### src/rtl/bus_pkg.sv
// ============================================================================
// Module      : bus_pkg
// Description : Shared bus definitions for the arbiter and the master/slave
//               blocks: arbiter state encoding, the maximum master count and
//               a helper for sizing id/index fields.
// Ports       : none (package)
// Revision    : 1.0 - initial release
// ============================================================================
`default_nettype none

package bus_pkg;

    localparam int MAX_MASTERS = 8;

    typedef enum logic [1:0] {
        IDLE     = 2'd0,
        OWNED    = 2'd1,
        HANDOVER = 2'd2
    } arb_state_t;

    // Width needed to hold an id in 0..n-1, never less than one bit.
    function automatic int slv_id_width(input int n);
        return (n <= 2) ? 1 : $clog2(n);
    endfunction

endpackage

`default_nettype wire

### src/rtl/bus_arbiter_rr_if.sv
// ============================================================================
// Module      : bus_arbiter_rr_if
// Description : Arbitration bundle between the master ports, the slaves and
//               the round-robin arbiter.
// Ports       : master modport - bus side: drives requests, target ids and
//                                slave split/ready, observes grant state.
//               slave modport  - arbiter side: the mirror image.
// Revision    : 1.0 - initial release
// ============================================================================
`default_nettype none

interface bus_arbiter_rr_if #(
    parameter int N_MASTERS = 2,
    parameter int N_SLAVES  = 3,
    parameter int SLV_W     = 2
);
    logic [N_MASTERS-1:0]       m_req;
    logic [N_MASTERS*SLV_W-1:0] m_slv_id;
    logic                       s_split;
    logic [N_SLAVES-1:0]        s_ready;
    logic [N_MASTERS-1:0]       m_grant;
    logic [N_MASTERS-1:0]       m_parked;
    logic [SLV_W-1:0]           slv_sel;
    logic                       bus_valid;
    logic                       timeout_err;

    modport master (
        output m_req, m_slv_id, s_split, s_ready,
        input  m_grant, m_parked, slv_sel, bus_valid, timeout_err
    );

    modport slave (
        input  m_req, m_slv_id, s_split, s_ready,
        output m_grant, m_parked, slv_sel, bus_valid, timeout_err
    );
endinterface

`default_nettype wire

### src/rtl/rr_picker.sv
// ============================================================================
// Module      : rr_picker
// Description : Combinational round-robin priority encoder. Scans the request
//               vector starting at index `start` (inclusive), wrapping from
//               N-1 to 0, and returns the first requester.
// Ports       : req   - request vector
//               start - first index to consider
//               grant - one-hot winner (0 when no request)
//               idx   - winner index (0 when no request)
//               any   - at least one request present
// Revision    : 1.0 - initial release
// ============================================================================
`default_nettype none

module rr_picker #(
    parameter int N     = 2,
    parameter int IDX_W = 1
) (
    input  wire logic [N-1:0]     req,
    input  wire logic [IDX_W-1:0] start,
    output logic      [N-1:0]     grant,
    output logic      [IDX_W-1:0] idx,
    output logic                  any
);

    always_comb begin
        int  cand;
        logic found;
        grant = '0;
        idx   = '0;
        found = 1'b0;
        cand  = 0;
        for (int i = 0; i < N; i++) begin
            cand = int'(start) + i;
            if (cand >= N) begin
                cand = cand - N;
            end
            if (!found && req[cand]) begin
                found       = 1'b1;
                grant[cand] = 1'b1;
                idx         = IDX_W'(cand);
            end
        end
        any = found;
    end

endmodule

`default_nettype wire

### src/rtl/bus_arbiter_rr.sv
// ============================================================================
// Module      : bus_arbiter_rr
// Description : N-master round-robin bus arbiter with tenure hold and split
//               transaction support. A split parks the holder until its
//               slave raises s_ready; the master is then resumed ahead of
//               ordinary round-robin requesters.
//               Optional macro ARB_TIMEOUT_EN bounds each tenure to MAX_HOLD
//               cycles and pulses timeout_err when a grant is revoked.
// Ports       : clock - bus clock
//               rst   - asynchronous active-low reset
//               bus   - bus_arbiter_rr_if.slave (requests, split/ready in;
//                       grant, parked, slv_sel, bus_valid, timeout_err out)
// Revision    : 1.0 - initial release
// ============================================================================
`default_nettype none

module bus_arbiter_rr
    import bus_pkg::*;
#(
    parameter int N_MASTERS = 2,
    parameter int N_SLAVES  = 3,
    parameter int SLV_W     = 2,
    parameter int MAX_HOLD  = 256
) (
    input  wire logic       clock,
    input  wire logic       rst,
    bus_arbiter_rr_if.slave bus
);

    localparam int IDX_W = slv_id_width(N_MASTERS);

    if (N_MASTERS < 2 || N_MASTERS > MAX_MASTERS || (2**SLV_W) < N_SLAVES ||
        MAX_HOLD < 2) begin : g_param_check
        $error("bus_arbiter_rr: illegal parameter combination");
    end

    // ------------------------------------------------------------------
    // State
    // ------------------------------------------------------------------
    arb_state_t             r_state,  w_state;
    logic [N_MASTERS-1:0]   r_grant,  w_grant;
    logic [N_MASTERS-1:0]   r_parked, w_parked;
    logic [N_MASTERS-1:0]   r_resume, w_resume;
    logic [SLV_W-1:0]       r_split_slv [N_MASTERS];
    logic [SLV_W-1:0]       w_split_slv [N_MASTERS];
    logic [SLV_W-1:0]       r_slv_sel, w_slv_sel;
    logic                   r_valid,  w_valid;
    logic [IDX_W-1:0]       r_ptr,    w_ptr;    // also the holder index in OWNED
`ifdef ARB_TIMEOUT_EN
    localparam int CNT_W = slv_id_width(MAX_HOLD);
    logic [CNT_W-1:0]       r_tenure, w_tenure;
    logic                   r_timeout, w_timeout;
`endif

    // ------------------------------------------------------------------
    // Winner selection
    // ------------------------------------------------------------------
    logic [N_MASTERS-1:0]   w_eligible;
    logic [N_MASTERS-1:0]   w_resume_req;
    logic [IDX_W-1:0]       w_rr_start;
    logic [N_MASTERS-1:0]   w_res_grant, w_rr_grant, w_win_grant;
    logic [IDX_W-1:0]       w_res_idx,   w_rr_idx,   w_win_idx;
    logic                   w_res_any,   w_rr_any;
    logic [SLV_W-1:0]       w_win_slv;
    logic                   w_hold_req;

    assign w_eligible   = bus.m_req & ~r_parked;
    assign w_resume_req = w_eligible & r_resume;
    assign w_rr_start   = (r_ptr == IDX_W'(N_MASTERS - 1)) ? '0 : r_ptr + IDX_W'(1);

    // Resumed masters win outright, lowest index first.
    rr_picker #(.N(N_MASTERS), .IDX_W(IDX_W)) u_resume_pick (
        .req   (w_resume_req),
        .start ('0),
        .grant (w_res_grant),
        .idx   (w_res_idx),
        .any   (w_res_any)
    );

    rr_picker #(.N(N_MASTERS), .IDX_W(IDX_W)) u_rr_pick (
        .req   (w_eligible),
        .start (w_rr_start),
        .grant (w_rr_grant),
        .idx   (w_rr_idx),
        .any   (w_rr_any)
    );

    assign w_win_grant = w_res_any ? w_res_grant : w_rr_grant;
    assign w_win_idx   = w_res_any ? w_res_idx   : w_rr_idx;
    assign w_win_slv   = bus.m_slv_id[int'(w_win_idx)*SLV_W +: SLV_W];
    assign w_hold_req  = bus.m_req[r_ptr];

    // ------------------------------------------------------------------
    // Next-state logic
    // ------------------------------------------------------------------
    always_comb begin
        w_state     = r_state;
        w_grant     = r_grant;
        w_parked    = r_parked;
        w_resume    = r_resume;
        w_split_slv = r_split_slv;
        w_slv_sel   = r_slv_sel;
        w_valid     = r_valid;
        w_ptr       = r_ptr;
`ifdef ARB_TIMEOUT_EN
        w_tenure    = r_tenure;
        w_timeout   = 1'b0;
`endif

        // Split resume runs in every state. A park being set this cycle is
        // not yet visible in r_parked, so its slave's ready is seen next cycle.
        for (int m = 0; m < N_MASTERS; m++) begin
            if (r_parked[m] && (int'(r_split_slv[m]) < N_SLAVES) &&
                bus.s_ready[r_split_slv[m]]) begin
                w_parked[m] = 1'b0;
                w_resume[m] = 1'b1;
            end
        end

        case (r_state)
            // HANDOVER is the single dead cycle after a release; arbitrating
            // at its closing edge puts the next grant at release + 2.
            IDLE, HANDOVER: begin
                w_state = IDLE;
                if (w_rr_any) begin
                    w_state             = OWNED;
                    w_grant             = w_win_grant;
                    w_valid             = 1'b1;
                    w_slv_sel           = w_win_slv;
                    w_ptr               = w_win_idx;
                    w_resume[w_win_idx] = 1'b0;
`ifdef ARB_TIMEOUT_EN
                    w_tenure            = '0;
`endif
                end
            end

            OWNED: begin
                if (bus.s_split) begin
                    // Split beats a simultaneous request drop.
                    w_parked[r_ptr]    = 1'b1;
                    w_split_slv[r_ptr] = r_slv_sel;
                    w_grant            = '0;
                    w_valid            = 1'b0;
                    w_state            = HANDOVER;
                end else if (!w_hold_req) begin
                    w_grant = '0;
                    w_valid = 1'b0;
                    w_state = HANDOVER;
                end
`ifdef ARB_TIMEOUT_EN
                else if (r_tenure == CNT_W'(MAX_HOLD - 1)) begin
                    // r_ptr stays on the holder, so it drops to the back of
                    // the round-robin order.
                    w_grant   = '0;
                    w_valid   = 1'b0;
                    w_timeout = 1'b1;
                    w_state   = HANDOVER;
                end else begin
                    w_tenure = r_tenure + CNT_W'(1);
                end
`endif
            end

            default: begin
                w_state = IDLE;
                w_grant = '0;
                w_valid = 1'b0;
            end
        endcase
    end

    // ------------------------------------------------------------------
    // State register
    // ------------------------------------------------------------------
    always_ff @(posedge clock or negedge rst) begin
        if (!rst) begin
            r_state   <= IDLE;
            r_grant   <= '0;
            r_parked  <= '0;
            r_resume  <= '0;
            r_slv_sel <= '0;
            r_valid   <= 1'b0;
            r_ptr     <= '0;
            for (int m = 0; m < N_MASTERS; m++) begin
                r_split_slv[m] <= '0;
            end
`ifdef ARB_TIMEOUT_EN
            r_tenure  <= '0;
            r_timeout <= 1'b0;
`endif
        end else begin
            r_state     <= w_state;
            r_grant     <= w_grant;
            r_parked    <= w_parked;
            r_resume    <= w_resume;
            r_slv_sel   <= w_slv_sel;
            r_valid     <= w_valid;
            r_ptr       <= w_ptr;
            r_split_slv <= w_split_slv;
`ifdef ARB_TIMEOUT_EN
            r_tenure    <= w_tenure;
            r_timeout   <= w_timeout;
`endif
        end
    end

    // ------------------------------------------------------------------
    // Outputs
    // ------------------------------------------------------------------
    assign bus.m_grant   = r_grant;
    assign bus.m_parked  = r_parked;
    assign bus.slv_sel   = r_slv_sel;
    assign bus.bus_valid = r_valid;
`ifdef ARB_TIMEOUT_EN
    assign bus.timeout_err = r_timeout;
`else
    assign bus.timeout_err = 1'b0;
`endif

endmodule

`default_nettype wire
### src/flat_wrapper.sv
// flat-port wrapper written by rule: the top's interface ports become plain ports
module bus_arbiter_rr_flat import bus_pkg::*;
#(
    parameter int N_MASTERS = 2,
    parameter int N_SLAVES  = 3,
    parameter int SLV_W     = 2,
    parameter int MAX_HOLD  = 256
)
  (clock, rst, bus_m_req, bus_m_slv_id, bus_s_split, bus_s_ready, bus_m_grant, bus_m_parked, bus_slv_sel, bus_bus_valid, bus_timeout_err);
  bus_arbiter_rr_if #(.N_MASTERS(N_MASTERS), .N_SLAVES(N_SLAVES), .SLV_W(SLV_W)) bus_i ();
  input  wire logic clock;
  input  wire logic rst;
  input wire logic [$bits(bus_i.m_req)-1:0] bus_m_req;
  input wire logic [$bits(bus_i.m_slv_id)-1:0] bus_m_slv_id;
  input wire logic [$bits(bus_i.s_split)-1:0] bus_s_split;
  input wire logic [$bits(bus_i.s_ready)-1:0] bus_s_ready;
  output wire logic [$bits(bus_i.m_grant)-1:0] bus_m_grant;
  output wire logic [$bits(bus_i.m_parked)-1:0] bus_m_parked;
  output wire logic [$bits(bus_i.slv_sel)-1:0] bus_slv_sel;
  output wire logic [$bits(bus_i.bus_valid)-1:0] bus_bus_valid;
  output wire logic [$bits(bus_i.timeout_err)-1:0] bus_timeout_err;
  assign bus_i.m_req = bus_m_req;
  assign bus_i.m_slv_id = bus_m_slv_id;
  assign bus_i.s_split = bus_s_split;
  assign bus_i.s_ready = bus_s_ready;
  assign bus_m_grant = bus_i.m_grant;
  assign bus_m_parked = bus_i.m_parked;
  assign bus_slv_sel = bus_i.slv_sel;
  assign bus_bus_valid = bus_i.bus_valid;
  assign bus_timeout_err = bus_i.timeout_err;
  bus_arbiter_rr #(.N_MASTERS(N_MASTERS), .N_SLAVES(N_SLAVES), .SLV_W(SLV_W), .MAX_HOLD(MAX_HOLD)) u_core (.clock(clock), .rst(rst), .bus(bus_i));
endmodule
### config.mk
export PLATFORM = sky130hd
export DESIGN_NAME = bus_arbiter_rr_flat
export DESIGN_NICKNAME = d
export VERILOG_FILES = /design/src/rtl/bus_pkg.sv /design/src/rtl/bus_arbiter_rr_if.sv /design/src/rtl/rr_picker.sv /design/src/rtl/bus_arbiter_rr.sv /design/src/flat_wrapper.sv
export SDC_FILE = /design/constraint.sdc
export NUM_CORES = 1
export LEC_CHECK = 0
export ABC_AREA = 0
export CORE_UTILIZATION = 35
export DETAILED_ROUTE_END_ITERATION = 16
export GPL_TIMING_DRIVEN = 0
export MAX_ROUTING_LAYER = met4
export RECOVER_POWER = 25
export SKIP_CTS_REPAIR_TIMING = 1
export SYNTH_ARGS = -nofsm -noshare
export SYNTH_HDL_FRONTEND = slang
export SYNTH_HIERARCHICAL = 1
export SYNTH_SLANG_ARGS = --single-unit
### constraint.sdc
create_clock -name clock -period 1.6 [get_ports clock]
set_input_delay 0.16 -clock clock [delete_from_list [all_inputs] [get_ports clock]]
set_output_delay 0.16 -clock clock [all_outputs]
set_load 0.02 [all_outputs]
==> results summary <==
The cell type of the slowest stage on the worst timing path is sky130_fd_sc_hd__dfrtp_2. The area of the core region is 2280 um2. Of the synthesized area, sequential elements account for 0.460. The count of boundary I/O pins is 20.

The share of synthesized cell area in full adder, half adder and majority cells came out at 0. The commonest cells after synthesis are sky130_fd_sc_hd__dfrtp_1 (16), sky130_fd_sc_hd__mux2i_1 (6), sky130_fd_sc_hd__nand2_1 (5), sky130_fd_sc_hd__nor2_1 (5). Of the post-synthesis cell area, the dominant cell type holds 0.460. The type of the worst setup path is flip-flop to flip-flop.

By area the synthesized netlist is led by sky130_fd_sc_hd__dfrtp_1 (46%), sky130_fd_sc_hd__mux2i_1 (6.9%), sky130_fd_sc_hd__mux2_1 (5.2%), sky130_fd_sc_hd__a21boi_0 (2.6%), sky130_fd_sc_hd__a21boi_1 (2.6%). The routability-driven placement congestion ratio came out at 0.689. The critical path goes through nor2b_4 -> and2_4 -> or2_4 -> mux2i_4 -> mux2i_1 -> o21ai_1. The cell leakage power came out at 0.546 nW. The dominant cell type by area after synthesis is sky130_fd_sc_hd__dfrtp_1. The placed wire-length estimate came out at 1.34 mm. The number of nets with antenna violations after routing came out at 0. The post-synthesis area per instance came out at 10.9 um2. The global-route wire length before repair is 2.93 mm. The relative area change from synthesis to final layout came out at 39.2%. The mapped netlist covers 871 um2. The register area is 403 um2.

Input and output buffers added on the ports amount to 18. The capturing point of the worst reg2reg path is u_core/bus.slv_sel[1]. The number of distinct library cells after synthesis is 33. The antenna diode count is 0. The pin slew with the least headroom to its limit is 713 ps.

The number of global-route vias before repair is 647. The clock skew after layout is 6.58 ps. The leading cell type by number of instances after synthesis is sky130_fd_sc_hd__dfrtp_1.

The die covers 2690 um2. The peak ir drop on the vdd network came out at 0.971 mV. The depth of the worst register-to-register path is 6. Broken down by cell family, the worst path's largest delay share belongs to multiplexers.

The worst path arrival time is 1750 ps. Setup repair after global routing could not meet its margin everywhere. The vertical extent of the die is 51.9 um. Of the total synthesized cell area, the portion taken by AND, OR, NAND and NOR gates is 0.200.

The share of the synthesized area in compound gates (AO/OA/AOI/OAI) came out at 0.161. Clock tree synthesis inserted a total of 3 buffers. For this run, the top clock speed supported by timing is 631 MHz.

The initialized floorplan defines 17 standard-cell rows. The cell count after placement came out at 128. The clock sink total came out at 16. The critical path required time is 1770 ps. The maximum fanout count along the critical path came out at 4. At the later pin of the worst-skew pair, clock insertion delay measures 280 ps. TritonCTS built the clock tree. The worst setup path is launched from a flip-flop. The DRC violation count after routing is 0. The detailed router placed 694 vias in this run. The number of iterations in the first detailed-routing pass is 4. At the end of the flow, the number of nets in the layout was 123. The worst hold slack is 361 ps. The number of levels the H-tree was split into is 1. The non-filler instance count after layout came out at 138. The number of warning messages in the yosys log is 6.

The number of violations of the max-capacitance limit came out at 0. The ratio of total power to cell area is 1800 nW/um2. The final clock period utilization by the worst path came out at 0.990. The final number of max-transition violations came out at 0. In this run the worst hold path is classified as input port to asynchronous set/reset pin.

The dominant register cell in the synthesized netlist is sky130_fd_sc_hd__dfrtp_1. The origin of the critical flop-to-flop path is u_core/bus.m_parked[1]. The detailed-route vias per instance is 5.03.

The die width came out at 51.9 um. The starting utilization of the core area is 0.383. The headroom to the max-slew limit is 0.523. Counting the fill cells in the layout gives 205. The worst-case clock buffer depth is 2.

The multiplexer share of the synthesized area came out at 0.149. The share of the synthesized netlist area taken by xor and xnor gates is 0. The maximum cell stage delay along the critical path is 450 ps. The shortest clock period the worst path allows after layout came out at 1580 ps. The number of buffers and inverters on the critical path is 0.

For this run the aggregate overflow at the end of global routing stands at 0. The detailed-route wire length per cell is 12.7 um. The maximum number of pins on one net before global-route repair came out at 17. Summing all multi-input logic gate instances after layout gives 490 um2. The flow ran to the end, and the final reports show no timing, DRC or antenna violations. STA classifies the critical path endpoint as a flip-flop. The number of synthesized flops with an enable pin came out at 0.

The post-synthesis cell count is 80. After synthesis, the largest family of logic cells by area is simple AND/OR/NAND/NOR gates. The reg-to-reg setup timing slack is 20 ps. The routed design has 1.76 mm of wire. Setup violations remaining at the end of the flow were counted as 0. The cell sitting at the root of the clock tree is a sky130_fd_sc_hd__clkbuf_4. The share of cells above drive strength 1 came out at 0.218. After the first detailed-routing iteration, the DRC count stood at 13.

The register bit count reported by yosys came out at 16. After clock tree synthesis, the clock-pin slew on the worst setup and hold paths is 100 ps. Of all flip-flops after synthesis, the portion carrying an async set or reset was 1.00. The number of hold-slack violations in the final timing report is 0. The number of antenna violations at the first check in global routing came out at 0. The total global-route track usage came out at 0.154.
## layout make-up
class / instances / share of cell area
well taps: 28 / 0.0289
inverters: 4 / 0.0124
plain buffers: 1 / 0.00619
repair buffers: 24 / 0.186
flip-flops and latches: 16 / 0.332
multi-input cells: 61 / 0.405
clock buffers: 4 / 0.0299
## routing by layer
layer  GRT usage  wire length (um)  up-vias
li1            -                 -      345
met1       0.201               859      336
met2       0.239               843       11
met3      0.0175                45        2
met4      0.0676                10        0
met5           -                 0        -
## layout by cell type (no fill, tap or decap), types with 3 or more instances in the layout
master | synthesis | routed
sky130_fd_sc_hd__inv_1 | 4 | 4
sky130_fd_sc_hd__mux2_1 | 4 | 4
sky130_fd_sc_hd__clkdlybuf4s50_1 | 0 | 17
sky130_fd_sc_hd__conb_1 | 1 | 3
sky130_fd_sc_hd__clkbuf_4 | 0 | 3
sky130_fd_sc_hd__nand2_1 | 5 | 5
sky130_fd_sc_hd__buf_4 | 1 | 7
sky130_fd_sc_hd__dfrtp_1 | 16 | 14
sky130_fd_sc_hd__a21boi_1 | 3 | 3
sky130_fd_sc_hd__nor2_1 | 5 | 5
sky130_fd_sc_hd__mux2i_1 | 6 | 6
## sequential cells by signal, indices dropped and copies added (netlist names)
name / cells
u_core/r_split_slv: 4
u_core/bus.m_grant: 2
u_core/bus.m_parked: 2
u_core/bus.slv_sel: 2
u_core/r_resume: 2
u_core/r_state: 2
u_core/bus.bus_valid: 1
u_core/r_ptr: 1
## where the power goes
group	switching [mW]	internal, mW	total [mW]	leakage [nW]
registers	0.208	0.602	0.810	0.198
logic	0.499	0.611	1.11	0.328
clock network	0.125	0.138	0.263	0.0210
## worst max path at each step
stage          slack [ps]  cells after the start                     to              startpoint
2_1_floorplan           1                      6  u_core/bus.slv_sel[0]  u_core/bus.m_parked[1]
3_3_place_gp         -360                      7  u_core/bus.slv_sel[0]            bus_m_req[1]
3_5_place_dp         -350                      7  u_core/bus.slv_sel[0]            bus_m_req[1]
4_1_cts              -130                      6  u_core/bus.slv_sel[0]  u_core/bus.m_parked[1]
5_1_grt               -40                      6  u_core/bus.slv_sel[1]  u_core/bus.m_parked[1]
6_report               20                      6  u_core/bus.slv_sel[1]  u_core/bus.m_parked[1]
## kinds of logic (layout without fill, tap and decap cells)
kind of cell / count (synthesis) / after routing
simple gates: 27 / 27
mux: 12 / 12
flops: 16 / 16
compound gates: 19 / 19
buf+inv: 5 / 33
other cells: 1 / 3
## stage by stage
step                worst slack [ps]  area (um2)  TNS [ps]   util  total power, mW
floorplan                       1.28         902         0      -             1.47
global placement                -356        1120     -1790  0.491             1.80
detailed placement              -349        1120     -1790  0.491             1.82
CTS                             -134        1150      -345  0.507             2.09
global route                   -43.1        1210      -104  0.533             2.34
finish                          15.2        1210         0  0.533             2.18
(Power assumes the default switching activity.)
